File: src/rtl/xor_stim_pkg.sv
// Shared types and constants for the XOR DUT stimulus sequencer.
package xor_stim_pkg;

  typedef enum logic [2:0] {
    S_IDLE,
    S_RST,
    S_SETTLE,
    S_APPLY,
    S_FINRST,
    S_DONE
  } state_e;

  // One stimulus vector as driven onto the DUT pins.
  typedef struct packed {
    logic       sel;
    logic [1:0] a;
    logic [1:0] b;
  } vec_t;

  localparam int NUM_VEC = 4;
  localparam int VIDX_W  = 2;
  localparam int ERR_W   = 8;

  // Entry 0 sits in the low bits: {sel, a, b} per entry.
  localparam vec_t [NUM_VEC-1:0] VEC_TBL = {
    5'b1_10_00,   // v3
    5'b0_11_01,   // v2
    5'b1_00_11,   // v1
    5'b0_01_10    // v0
  };

endpackage

File: src/rtl/xor_stim_chk.sv
// Response checker: delays the expected XOR values by LAT cycles, masks the
// first LAT cycles of every vector and counts mismatching cycles (saturating).
module xor_stim_chk
  import xor_stim_pkg::*;
#(
  parameter int LAT = 1
) (
  input  logic             clk,
  input  logic             reset,
  input  logic             clr,
  input  logic             apply,
  input  logic             new_vec,
  input  logic [1:0]       a_drv,
  input  logic [1:0]       b_drv,
  input  logic             a_rsp,
  input  logic             b_rsp,
  output logic [ERR_W-1:0] err_cnt
);

  localparam logic [2:0] LAT3 = 3'(LAT);

  logic [LAT:1][1:0] exp_q, exp_d;
  logic [2:0]        age_q, age_d;
  logic [ERR_W-1:0]  err_q, err_d;
  logic              chk, mis;

  // Expected-value delay line plus per-vector age used for masking.
  always_comb begin
    exp_d    = exp_q;
    exp_d[1] = {^a_drv, ^b_drv};
    for (int i = 2; i <= LAT; i++) exp_d[i] = exp_q[i-1];
    if (new_vec)           age_d = '0;
    else if (age_q == '1)  age_d = age_q;
    else                   age_d = age_q + 3'd1;
    // Until LAT cycles into a vector the DUT still shows the previous one.
    chk = apply && (age_d >= LAT3);
    mis = chk && ({a_rsp, b_rsp} != exp_q[LAT]);
    if (clr)                       err_d = '0;
    else if (mis && err_q != '1)   err_d = err_q + 1'b1;
    else                           err_d = err_q;
  end

  // Checker state registers.
  always_ff @(posedge clk) begin
    if (reset) begin
      exp_q <= '0;
      age_q <= '0;
      err_q <= '0;
    end else begin
      exp_q <= exp_d;
      age_q <= age_d;
      err_q <= err_d;
    end
  end

  assign err_cnt = err_q;

endmodule

File: src/rtl/xor_stim_seq.sv
// Stimulus sequencer for the XOR DUT: resets it, lets it settle, walks the
// vector table, resets it again and reports pass/fail with an error count.
module xor_stim_seq
  import xor_stim_pkg::*;
#(
  parameter int RST_CYC    = 2,
  parameter int SETTLE_CYC = 5,
  parameter int HOLD_CYC   = 5,
  parameter int LAT        = 1
) (
  input  logic             Clock,
  input  logic             Reset,
  input  logic             Start,
  output logic             Rstn_out,
  output logic [1:0]       A_out,
  output logic [1:0]       B_out,
  output logic             Sel_out,
  input  logic             A_xor_in,
  input  logic             B_xor_in,
  output logic             Busy,
  output logic             Done,
  output logic             Pass,
  output logic [ERR_W-1:0] Err_cnt
);

  localparam int MAX_A = (RST_CYC > SETTLE_CYC) ? RST_CYC : SETTLE_CYC;
  localparam int MAX_C = (MAX_A > HOLD_CYC) ? MAX_A : HOLD_CYC;
  localparam int CNT_W = $clog2(MAX_C + 1);

  state_e            state_q, state_d;
  logic [CNT_W-1:0]  cnt_q, cnt_d;
  logic [VIDX_W-1:0] vidx_q, vidx_d, vidx_nx;
  logic              rstn_q, rstn_d;
  logic [1:0]        a_q, a_d, b_q, b_d;
  logic              sel_q, sel_d;
  logic              busy_q, busy_d;
  logic              done_q, done_d;
  logic              pass_q, pass_d;
  logic              apply_q, apply_d;
  logic              new_vec_q, new_vec_d;
  logic              clr;
  vec_t              nv;

  assign vidx_nx = vidx_q + 1'b1;

  // Next-state and next-output decode; outputs are computed for the state
  // being entered so every pin comes straight from a flop.
  always_comb begin
    state_d   = state_q;
    cnt_d     = cnt_q;
    vidx_d    = vidx_q;
    rstn_d    = rstn_q;
    a_d       = a_q;
    b_d       = b_q;
    sel_d     = sel_q;
    busy_d    = busy_q;
    done_d    = 1'b0;
    pass_d    = pass_q;
    apply_d   = 1'b0;
    new_vec_d = 1'b0;
    clr       = 1'b0;
    nv        = VEC_TBL[0];
    case (state_q)
      S_IDLE: begin
        busy_d = 1'b0;
        if (Start) begin
          state_d = S_RST;
          cnt_d   = CNT_W'(RST_CYC - 1);
          rstn_d  = 1'b0;
          a_d     = '0;
          b_d     = '0;
          sel_d   = 1'b0;
          busy_d  = 1'b1;
          pass_d  = 1'b0;
          clr     = 1'b1;
        end
      end
      S_RST: begin
        if (cnt_q == '0) begin
          state_d = S_SETTLE;
          cnt_d   = CNT_W'(SETTLE_CYC - 1);
          rstn_d  = 1'b1;
        end else cnt_d = cnt_q - 1'b1;
      end
      S_SETTLE: begin
        if (cnt_q == '0) begin
          state_d   = S_APPLY;
          cnt_d     = CNT_W'(HOLD_CYC - 1);
          vidx_d    = '0;
          nv        = VEC_TBL[0];
          a_d       = nv.a;
          b_d       = nv.b;
          sel_d     = nv.sel;
          apply_d   = 1'b1;
          new_vec_d = 1'b1;
        end else cnt_d = cnt_q - 1'b1;
      end
      S_APPLY: begin
        apply_d = 1'b1;
        if (cnt_q == '0) begin
          cnt_d = CNT_W'(HOLD_CYC - 1);
          if (vidx_q == VIDX_W'(NUM_VEC - 1)) begin
            // Last vector done: pins keep v3 while the DUT is reset again.
            state_d = S_FINRST;
            rstn_d  = 1'b0;
            apply_d = 1'b0;
          end else begin
            vidx_d    = vidx_nx;
            nv        = VEC_TBL[vidx_nx];
            a_d       = nv.a;
            b_d       = nv.b;
            sel_d     = nv.sel;
            new_vec_d = 1'b1;
          end
        end else cnt_d = cnt_q - 1'b1;
      end
      S_FINRST: begin
        if (cnt_q == '0) begin
          state_d = S_DONE;
          done_d  = 1'b1;
          pass_d  = (Err_cnt == '0);
        end else cnt_d = cnt_q - 1'b1;
      end
      S_DONE: begin
        state_d = S_IDLE;
        busy_d  = 1'b0;
      end
      default: begin
        state_d = S_IDLE;
        busy_d  = 1'b0;
      end
    endcase
  end

  // State and output registers; Reset wins over everything.
  always_ff @(posedge Clock) begin
    if (Reset) begin
      state_q   <= S_IDLE;
      cnt_q     <= '0;
      vidx_q    <= '0;
      rstn_q    <= 1'b0;
      a_q       <= '0;
      b_q       <= '0;
      sel_q     <= 1'b0;
      busy_q    <= 1'b0;
      done_q    <= 1'b0;
      pass_q    <= 1'b0;
      apply_q   <= 1'b0;
      new_vec_q <= 1'b0;
    end else begin
      state_q   <= state_d;
      cnt_q     <= cnt_d;
      vidx_q    <= vidx_d;
      rstn_q    <= rstn_d;
      a_q       <= a_d;
      b_q       <= b_d;
      sel_q     <= sel_d;
      busy_q    <= busy_d;
      done_q    <= done_d;
      pass_q    <= pass_d;
      apply_q   <= apply_d;
      new_vec_q <= new_vec_d;
    end
  end

  xor_stim_chk #(.LAT(LAT)) u_chk (
    .clk     (Clock),
    .reset   (Reset),
    .clr     (clr),
    .apply   (apply_q),
    .new_vec (new_vec_q),
    .a_drv   (a_q),
    .b_drv   (b_q),
    .a_rsp   (A_xor_in),
    .b_rsp   (B_xor_in),
    .err_cnt (Err_cnt)
  );

  assign Rstn_out = rstn_q;
  assign A_out    = a_q;
  assign B_out    = b_q;
  assign Sel_out  = sel_q;
  assign Busy     = busy_q;
  assign Done     = done_q;
  assign Pass     = pass_q;

endmodule
File: config.mk
export PLATFORM = sky130hd
export DESIGN_NAME = xor_stim_seq
export DESIGN_NICKNAME = d
export VERILOG_FILES = /design/src/rtl/xor_stim_pkg.sv /design/src/rtl/xor_stim_chk.sv /design/src/rtl/xor_stim_seq.sv
export SDC_FILE = /design/constraint.sdc
export NUM_CORES = 1
export LEC_CHECK = 0
export ABC_AREA = 0
export BUFFER_PORTS_ARGS = -buffer_cell sky130_fd_sc_hd__buf_2
export CELL_PAD_IN_SITES_DETAIL_PLACEMENT = 0
export CELL_PAD_IN_SITES_GLOBAL_PLACEMENT = 1
export CORE_AREA = 2 2 67 69
export CTS_CLUSTER_DIAMETER = 80
export DETAILED_ROUTE_END_ITERATION = 6
export DIE_AREA = 0 0 69 71
export GPL_TIMING_DRIVEN = 0
export PLACE_DENSITY = 0.8
export REMOVE_ABC_BUFFERS = 1
export SLEW_MARGIN = 10
export SYNTH_ARGS = -nofsm -noshare
export SYNTH_HDL_FRONTEND = slang
export SYNTH_SLANG_ARGS = --single-unit
File: constraint.sdc
create_clock -name Clock -period 2 [get_ports Clock]
set_input_delay 0.2 -clock Clock [delete_from_list [all_inputs] [get_ports Clock]]
set_output_delay 0.2 -clock Clock [all_outputs]
set_load 0.1 [all_outputs]
## After elaboration in Yosys (flattened, before gate mapping)

Cells that the tools add are included.

- Add/sub/neg operators: 4
- $lt $le $gt $ge: 2
- Equality and inequality tests: 16
- Multiplexer cells: 47
- Bitwise gates (word level): 1
- Reduce and logical (&&, ||, !) cells: 23

Operators with widths:

| cell | count |
|---|---|
| two-way mux 3 bit | 10 |
| two-way mux 2 bit | 10 |
| != test 2 bit (second input constant) | 8 |
| case mux 3 bit (5 select lines) | 1 |
| two-way mux 1 bit | 14 |
| case mux 2 bit (3 select lines) | 2 |
| binary-select mux 5 bit (select 2 bit) | 1 |
| AND reduction 5 bit | 2 |
| case mux 3 bit (3 select lines) | 1 |
| nonzero test 3 bit | 3 |
| adder 8 x 1 -> 8 bit (second input constant) | 1 |
| zero test 8 bit | 1 |
| != test 8 bit (second input constant) | 1 |
| case mux 1 bit (2 select lines) | 4 |
| == test 3 x 2 -> 1 bit (second input constant) | 2 |
| == test 3 bit (second input constant) | 2 |
| zero test 3 bit | 2 |
| case mux 1 bit (3 select lines) | 2 |
| AND reduction 3 bit | 2 |
| AND reduction 6 bit | 1 |
| two-way mux 5 bit | 1 |
| case mux 2 bit (2 select lines) | 1 |
| AND reduction 4 bit | 1 |
| nonzero test 2 bit | 2 |
| other kinds (14) | 18 |

- Flip-flop bits (word level): 32
- Bits of input ports: 5
- Output and inout bits: 17
- Logic and storage cells: 108

## Logic depth before layout (Yosys ltp)

Gate-level depths: netlist of run 1.

- Depth in word-level cells: 7
- Mapped depth: 7
- Gate-level depth less buffers: 6

## Hierarchy

Synthesis of run 1 repeated with hierarchy kept, for this count alone.

- Cells, all modules: 194
- Area total of the unflattened synthesis: 1,675.4 µm²

By module, submodules not included:

| module | times used | cells each | area an instance (µm²) | seq. area each (µm²) |
|---|---|---|---|---|
| xor_stim_seq | 1 | 119 | 1,011.0 | 380.4 |
| xor_stim_chk | 1 | 75 | 664.4 | 260.2 |

## Least setup slack after synthesis of run 1

No wires, ideal clock.

- Path type: register to register
- Start: register u_chk.err_q[1], in the netlist u_chk.err_cnt[1]
- End: register u_chk.err_q[4], in the netlist u_chk.err_cnt[4]
- Setup time: 0.070 ns
- Data arrival time: 1.982 ns
- Required time: 1.930 ns
- Slack: -0.052 ns
- Cell stages (with the launch flop): 5
- Path buffers: 0
- Period minus slack after synthesis: 2.052 ns
- Cells stage by stage: dfxtp_1 -> ha_1 -> nand3_1 -> or4_1 -> a21oi_1

- Cells in the longest elaborated chain, start to end: 2
- Elaborated cells between the ends (all ways): 3
- Those cells by class: 1 x add/sub; 1 x eq/ne; 1 x reduce/logical

Ends and longest elaborated chain:

| item | line | text |
|---|---|---|
| from (decl) | xor_stim_chk.sv:24 | `logic [ERR_W-1:0] err_q, err_d;` |
| from (signal assigned) | xor_stim_chk.sv:52 | `err_q <= err_d;` |
| branches (longest 2 deep; another with adder 8 x 1 -> 8 bit) | -- |  |

Parallel ways; which one is timed is not known.
A chain may end at the register's enable or synchronous reset.

## Final worst setup path of run 1

- Start: register state_q[2]
- End: register u_chk.err_q[3], in the netlist u_chk.err_cnt[3]

- Cells in the longest elaborated chain, start to end: 3

Ends and longest elaborated chain:

| item | line | text |
|---|---|---|
| from (decl) | xor_stim_seq.sv:30 | `state_e state_q, state_d;` |
| from (signal assigned) | xor_stim_seq.sv:151 | `state_q <= state_d;` |
| zero test 3 bit | xor_stim_seq.sv:63 | `case (state_q)` |
| two-way mux 1 bit | xor_stim_seq.sv:63 |  |
| OR reduction 2 bit (no source line) | -- |  |

Every way passes these cells.

==> load_flow_metrics.sql, run 1 <==
INSERT INTO impl_metrics (metric_group, metric, value, unit) VALUES
('timing', 'timing_worst_slew_pin_value', '0.6340', 'ns'),
('clock_tree', 'clock_insertion_delay_worst_skew', '0.28', 'ns'),
('die', 'start_util', '39.97', '%'),
('routing', 'initialDrtViolationCount', '57', ''),
('timing', 'timing.clock.skew', '0.006360', 'ns'),
('global_route', 'overflow', '0', ''),
('yosys', 'ys_ff_latch', '32', ''),
('clock_tree', 'ctsLongestPathBuffers', '2', ''),
('routing', 'routed_wl', '3.293', 'mm'),
('clock_tree', 'number_of_sinks_handled_by_clock_tree_synthesis', '32', ''),
('setup_path', 'crit_type', 'flop to flop', ''),
('die', 'floorplan.die_area', '4899', 'um2'),
('power', 'design_power_total', '1.822', 'mW'),
('clock_tree', 'cts_bufs_inserted', '5', ''),
('die', 'dieWidth', '69', 'um'),
('setup_path', 'crit_path_start_kind', 'flop', ''),
('timing', 'report.final.slew_viol_count', '0', ''),
('global_route', 'initial_antenna_violation_count', '0', ''),
('flow_run', 'max-cap-violations', '0', ''),
('timing', 'setup_ws', '0.1549', 'ns'),
('die', 'die_y', '71', 'um'),
('routing', 'avgRoutedWirePerCell', '12.62', 'um'),
('setup_path', 'worstPathMaxFanout', '19', ''),
('timing', 'unrepaired_setup_endpoints_after_global_routing', 'false', ''),
('setup_path', 'timing.reg2reg.setup_slack', '0.15', 'ns'),
('yosys', 'postSynth.asyncResetShare', '0', '%'),
('die', 'design.core.area', '4204', 'um2'),
('routing', 'num_vias', '1394', ''),
('finish', 'finish.net_count', '222', ''),
('timing', 'achievable-frequency', '0.5420', 'GHz'),
('yosys', 'synth-edff-count', '0', ''),
('global_route', 'maximum_number_of_pins_on_one_net_before_global_route_repair', '24', ''),
('yosys', 'synthesis.yosys.warnings', '0', ''),
('finish', 'filler_cell_count', '435', ''),
('routing', 'drt-vias-per-instance', '5.341', ''),
('placed_design', 'portBuffers', '21', ''),
('clock_tree', 'clk_pin_slew', '0.06', 'ns'),
('global_route', 'number_of_global_route_vias_before_repair', '1297', ''),
('yosys', 'synth-main-ff-cell', 'sky130_fd_sc_hd__dfxtp_1', ''),
('power', 'cellPowerDensity', '972.9', 'nW/um2'),
('finish', 'area_delta_synth_final', '11.47', '%'),
('power', 'p_leak', '0.7229', 'nW'),
('yosys', 'synthDistinctLibCells', '50', ''),
('yosys', 'mappedNetlistArea', '1680', 'um2'),
('yosys', 'synthCells', '195', ''),
('finish', 'layoutNonFillerInstCount', '261', ''),
('global_route', 'grt_first_pass_wirelength', '5.975', 'mm'),
('timing', 'finalCritPeriodShare', '92.25', '%'),
('timing', 'worst_slew_margin_rel', '57.68', '%'),
('die', 'io_pins', '22', ''),
('setup_path', 'crit_arrival', '2.07', 'ns'),
('finish', 'antenna-diode-count', '0', ''),
('die', 'core.rowCount', '24', ''),
('placed_design', 'finalWeightedCongestion', '0.7328', ''),
('power', 'irDropWorstVdd', '0.0004265', 'V'),
('setup_path', 'nature_of_the_critical_path_endpoint', 'flop', ''),
('placed_design', 'placedCellCount', '256', ''),
('min_path', 'timing.hold.worst.class', 'primary input to flop', ''),
('placed_design', 'placed_area', '1783', 'um2'),
('finish', 'final_layout_size_suffix_gt1_share', '17.22', '%'),
('timing', 'finalHoldWorstSlack', '0.3411', 'ns'),
('timing', 'timing.final.crit_period', '1.845', 'ns'),
('yosys', 'synth-seq-area-share', '38.12', '%'),
('timing', 'timing.final.hold_violations', '0', ''),
('routing', 'remaining_drc_errors', '0', ''),
('clock_tree', 'clockRootBuffer', 'sky130_fd_sc_hd__clkbuf_8', ''),
('clock_tree', 'clock_tree.htree_level_count', '2', ''),
('placed_design', 'dp_hpwl', '2.262', 'mm'),
('placed_design', 'place_ws', '-0.1973', 'ns'),
('run_status', 'outcome', 'complete, no violations', ''),
('finish', 'finalInstanceArea', '1873', 'um2'),
('yosys', 'post_synth.cell_area_avg', '8.617', 'um2'),
('setup_path', 'cp.required', '2.22', 'ns'),
('clock_tree', 'clock_tree_from_tritoncts', 'yes', ''),
('routing', 'detail_route.first_pass.iterations', '4', ''),
('global_route', 'global_router_s_overall_resource_usage', '15.05', '%'),
('timing', 'report.final.setup_viol', '0', ''),
('routing', 'detail-route-antenna-nets', '0', '');
==> per-stage QoR <==
stage | utilization, % | TNS [ns]
2_1_floorplan | - | -0.1719
3_3_place_gp | 42.41 | -0.4137
3_5_place_dp | 42.41 | -0.5721
4_1_cts | 44.11 | 0
5_1_grt | 44.55 | 0
6_report | 44.55 | 0
==> layout by cell type, fill, tap and decap left out, types with 2 or more instances in the layout <==
| master | instances |
|---|---|
| sky130_fd_sc_hd__dfxtp_1 | 32 |
| sky130_fd_sc_hd__buf_2 | 21 |
| sky130_fd_sc_hd__nand2_1 | 20 |
| sky130_fd_sc_hd__a21oi_1 | 19 |
| sky130_fd_sc_hd__nor2_1 | 13 |
| sky130_fd_sc_hd__inv_1 | 9 |
| sky130_fd_sc_hd__nor3_1 | 8 |
| sky130_fd_sc_hd__nand3_1 | 6 |
| sky130_fd_sc_hd__nand2b_1 | 6 |
| sky130_fd_sc_hd__ha_1 | 6 |
| sky130_fd_sc_hd__or4_1 | 5 |
| sky130_fd_sc_hd__clkbuf_8 | 5 |
| sky130_fd_sc_hd__xnor2_1 | 4 |
| sky130_fd_sc_hd__mux2i_1 | 4 |
| sky130_fd_sc_hd__xor2_1 | 3 |
| sky130_fd_sc_hd__nand4_1 | 3 |
| sky130_fd_sc_hd__o31ai_1 | 3 |
| sky130_fd_sc_hd__o21ai_0 | 3 |
| sky130_fd_sc_hd__or3_1 | 3 |
| sky130_fd_sc_hd__nor2b_1 | 2 |
| sky130_fd_sc_hd__o211ai_1 | 2 |
| sky130_fd_sc_hd__o41ai_1 | 2 |
| sky130_fd_sc_hd__nand3b_1 | 2 |
| sky130_fd_sc_hd__a211oi_1 | 2 |
==> sequential cells by signal, indices dropped and copies added (netlist names), 2 cells and up <==
| name | cells |
|---|---|
| u_chk.err_cnt | 8 |
| B_out | 2 |
| vidx_q | 2 |
| A_out | 2 |
| u_chk.age_q | 3 |
| cnt_q | 3 |
| state_q | 3 |
| u_chk.exp_q | 2 |
==> cell type report <==
| class | instances | area [um2] | area share, % |
|---|---|---|---|
| clock buffers | 5 | 68.82 | 3.674 |
| inverters | 9 | 33.78 | 1.804 |
| multi-input cells | 142 | 959.7 | 51.24 |
| flip-flops and latches | 32 | 640.6 | 34.20 |
| well taps | 52 | 65.06 | 3.474 |
| repair buffers | 21 | 105.1 | 5.611 |
==> final timing paths <==
kind | depth (start not counted) | endpoint | startpoint
setup / recovery | 4 | u_chk.err_cnt[3] | state_q[2]
hold / removal | 2 | u_chk.exp_q[0] | Reset
setup reg to reg | 4 | u_chk.err_cnt[3] | state_q[2]
hold reg to reg | 2 | Sel_out | Sel_out
==> kinds of logic (layout without fill, tap and decap cells) <==
family / after synthesis / after routing / share of synthesized area, %
and+or+nand+nor: 80 / 80 / 26.51
AOI/OAI and AO/OA: 44 / 44 / 18.17
DFF: 32 / 32 / 38.12
buffers and inverters: 21 / 35 / 6.031
xor gates and xnor gates: 7 / 7 / 3.649
adders and majority gates: 6 / 6 / 4.467
muxes: 5 / 5 / 3.053
==> power breakdown <==
part	switching, mW	internal, mW
registers	0.0745	0.700
logic	0.409	0.208
clock network	0.207	0.224
total	0.691	1.13
==> per-layer routing <==
metal	wire length (um)	vias to the layer above	track usage [%]	share of wire [%]
li1	-	735	-	-
met1	1710	637	20.88	52
met2	1405	17	22.22	43
met3	131	5	4.986	4.0
met4	46	0	4.575	1.4
met5	0	-	0	0
==> what timing repair did <==
action / 4_1_cts / 5_1_grt
hold buffers: 0 / 0
gates resized for setup: 1 / 3
pin swaps: 0 / 0
setup endpoints to repair: 4 / 9
buffers inserted: 0 / 0
==> Yosys cell counts, drive strengths merged (3+ instances only) <==
library cell,n,area (um2)
xnor2,4,35.03
or4,5,37.54
nand3,7,40.04
mux2i,4,40.04
nand4,3,18.77
nand2b,6,37.54
o31ai,3,22.52
ha,6,75.07
nor3,8,40.04
buf,7,48.79
nor2b,3,18.77
nand2,20,75.07
a21oi,19,95.09
nor2,14,52.55
xor2,3,26.28
o21ai,3,15.01
clkbuf,5,18.77
inv,9,33.78
dfxtp,32,640.6
or3,3,18.77
==> critical path, cell delays in order (launching register included) <==
cell	delay (ns)
sky130_fd_sc_hd__dfxtp_1	0.72
sky130_fd_sc_hd__nor4b_4	0.15
sky130_fd_sc_hd__or2_1	0.33
sky130_fd_sc_hd__or4_1	0.51
sky130_fd_sc_hd__nand2_1	0.07
Power figures use the tool's default switching activity.
==> inputs of run 2 (changes only) <==
Settings changed: REMOVE_ABC_BUFFERS 1 to default.
==> load_flow_metrics.sql, run 2 (same netlist as run 1, synthesis figures left out) <==
INSERT INTO impl_metrics (metric_group, metric, value, unit) VALUES
('global_route', 'overflow', '0', ''),
('min_path', 'worstHoldPathCells', '3', ''),
('routing', 'detail_route.first_pass.iterations', '4', ''),
('routing', 'drt-vias-per-instance', '5.344', ''),
('clock_tree', 'clock_tree.htree_level_count', '2', ''),
('power', 'irDropWorstVdd', '0.0005756', 'V'),
('routing', 'initialDrtViolationCount', '78', ''),
('routing', 'detail-route-antenna-nets', '0', ''),
('yosys', 'syn-num-nets', '206', ''),
('global_route', 'global_router_s_overall_resource_usage', '16.40', '%'),
('power', 'cellInternalPower', '1.213', 'mW'),
('finish', 'finalInstanceArea', '1944', 'um2'),
('routing', 'num_vias', '1475', ''),
('timing', 'timing.clock.skew', '0.005148', 'ns'),
('clock_tree', 'ctsResizeCount', '0', ''),
('die', 'die_y', '71', 'um'),
('clock_tree', 'cts_hold_buffers', '0', ''),
('timing', 'finalCritPeriodShare', '92.70', '%'),
('placed_design', 'placed_area', '1854', 'um2'),
('timing', 'worst_slew_margin_rel', '63.43', '%'),
('global_route', 'number_of_global_route_vias_before_repair', '1395', ''),
('finish', 'finish.net_count', '234', ''),
('placed_design', 'portBuffers', '21', ''),
('setup_path', 'crit_path_start_kind', 'flop', ''),
('finish', 'mostFrequentLayoutCells', '29 x sky130_fd_sc_hd__dfxtp_1, 24 x sky130_fd_sc_hd__buf_2, 20 x sky130_fd_sc_hd__nand2_1', ''),
('clock_tree', 'clock_tree_from_tritoncts', 'yes', ''),
('setup_path', 'crit_arrival', '2.04', 'ns'),
('clock_tree', 'cts_bufs_inserted', '5', ''),
('clock_tree', 'clock_insertion_delay_worst_skew', '0.28', 'ns'),
('clock_tree', 'ctsLongestPathBuffers', '2', ''),
('routing', 'avgRoutedWirePerCell', '13.33', 'um'),
('die', 'design.core.area', '4204', 'um2'),
('power', 'p_comb_share', '35.4', '%'),
('clock_tree', 'clockRootBuffer', 'sky130_fd_sc_hd__clkbuf_8', ''),
('timing', 'timing.final.crit_period', '1.854', 'ns'),
('timing', 'achievable-frequency', '0.5394', 'GHz'),
('flow_run', 'max-cap-violations', '0', ''),
('routing', 'routed_wl', '3.679', 'mm'),
('setup_path', 'nature_of_the_critical_path_endpoint', 'flop', ''),
('finish', 'final_common_cell', 'sky130_fd_sc_hd__dfxtp_1', ''),
('min_path', 'timing.hold.worst.class', 'primary input to flop', ''),
('die', 'core.rowCount', '24', ''),
('global_route', 'grt_first_pass_wirelength', '6.417', 'mm'),
('die', 'floorplan.die_area', '4899', 'um2'),
('power', 'power_frac_seq', '38.0', '%'),
('clock_tree', 'clk_pin_slew', '0.07', 'ns'),
('timing', 'timing.final.hold_violations', '0', ''),
('timing', 'unrepaired_setup_endpoints_after_global_routing', 'false', ''),
('die', 'dieWidth', '69', 'um'),
('clock_tree', 'number_of_sinks_handled_by_clock_tree_synthesis', '32', ''),
('power', 'power.share.switching', '37.66', '%'),
('timing', 'report.final.setup_viol', '0', ''),
('clock_tree', 'post-cts-setup-buffer-count', '0', ''),
('finish', 'layoutNonFillerInstCount', '276', ''),
('die', 'io_pins', '22', ''),
('timing', 'timing_worst_slew_pin_value', '0.5465', 'ns'),
('placed_design', 'finalWeightedCongestion', '0.7431', ''),
('run_status', 'outcome', 'complete, no violations', ''),
('global_route', 'maximum_number_of_pins_on_one_net_before_global_route_repair', '11', ''),
('setup_path', 'crit_type', 'flop to flop', ''),
('setup_path', 'cp.required', '2.19', 'ns'),
('placed_design', 'placedCellCount', '268', ''),
('power', 'design_power_total', '1.946', 'mW'),
('power', 'p_leak', '0.7633', 'nW'),
('timing', 'final.setup.tns', '0', 'ns'),
('placed_design', 'dp_hpwl', '2.588', 'mm'),
('setup_path', 'worstPathMaxFanout', '10', ''),
('finish', 'area_delta_synth_final', '15.71', '%'),
('timing', 'report.final.slew_viol_count', '0', ''),
('die', 'start_util', '39.97', '%'),
('setup_path', 'reg2reg_depth', '6', ''),
('power', 'power.switching', '0.7328', 'mW'),
('power', 'cellPowerDensity', '1001', 'nW/um2'),
('power', 'share_clk_of_total_power', '26.6', '%'),
('global_route', 'initial_antenna_violation_count', '0', ''),
('finish', 'largest_register_ffs', '8', ''),
('finish', 'final_layout_size_suffix_gt1_share', '20.09', '%'),
('finish', 'antenna-diode-count', '0', ''),
('routing', 'remaining_drc_errors', '0', '');
-- run 2: layout make-up --
| cell class | instances | area [um2] |
|---|---|---|
| clock buffer | 8 | 90.09 |
| sequential | 32 | 644.4 |
| timing repair buffer | 21 | 105.1 |
| fill | 431 | 2260 |
| tap | 52 | 65.06 |
| buffer | 12 | 67.56 |
| multi-input combinational | 142 | 938.4 |
| inverter | 9 | 33.78 |
-- run 2: worst paths after layout --
check	slack, ns	endpoint	startpoint
worst min register to register	0.45	Sel_out	Sel_out
worst max-delay path	0.15	u_chk.err_cnt[2]	u_chk.age_q[0]
worst min-delay path	0.30	new_vec_q	Reset
worst max register to register	0.15	u_chk.err_cnt[2]	u_chk.age_q[0]
-- run 2: critical path, cell delays in order, from the launching register on --
cell,delay [ns]
sky130_fd_sc_hd__dfxtp_1,0.33
sky130_fd_sc_hd__ha_1,0.31
sky130_fd_sc_hd__or4b_1,0.51
sky130_fd_sc_hd__o2111ai_2,0.15
sky130_fd_sc_hd__buf_4,0.23
sky130_fd_sc_hd__o311ai_0,0.13
sky130_fd_sc_hd__o41ai_1,0.09
-- run 2: power by group through the flow --
stage                     Combinational [mW]  Sequential (mW)  Clock (mW)
after floorplan                        0.429            0.887           0
after CTS                              0.692            0.739       0.540
after global routing                   0.763            0.746       0.567
final                                  0.689            0.739       0.518
after detailed placement               0.688            0.753           0
after global placement                 0.688            0.752           0
-- run 2: per-layer routing --
layer,global-route usage [%],wire (um),up-vias
met5,0,0,-
met3,5.556,157,8
met4,6.536,68,0
met2,26.92,1733,28
li1,-,-,756
met1,19.84,1719,683
-- run 2: through the flow --
stage	worst slack (ns)	hold slack [ns]	utilization (%)
after floorplan	0.05717	0.4173	-
after global placement	0.1653	0.4400	44.11
after detailed placement	0.1593	0.4428	44.11
after CTS	0.1466	0.2969	46.25
after global routing	0.02996	0.3211	46.25
final	0.1460	0.3015	46.25
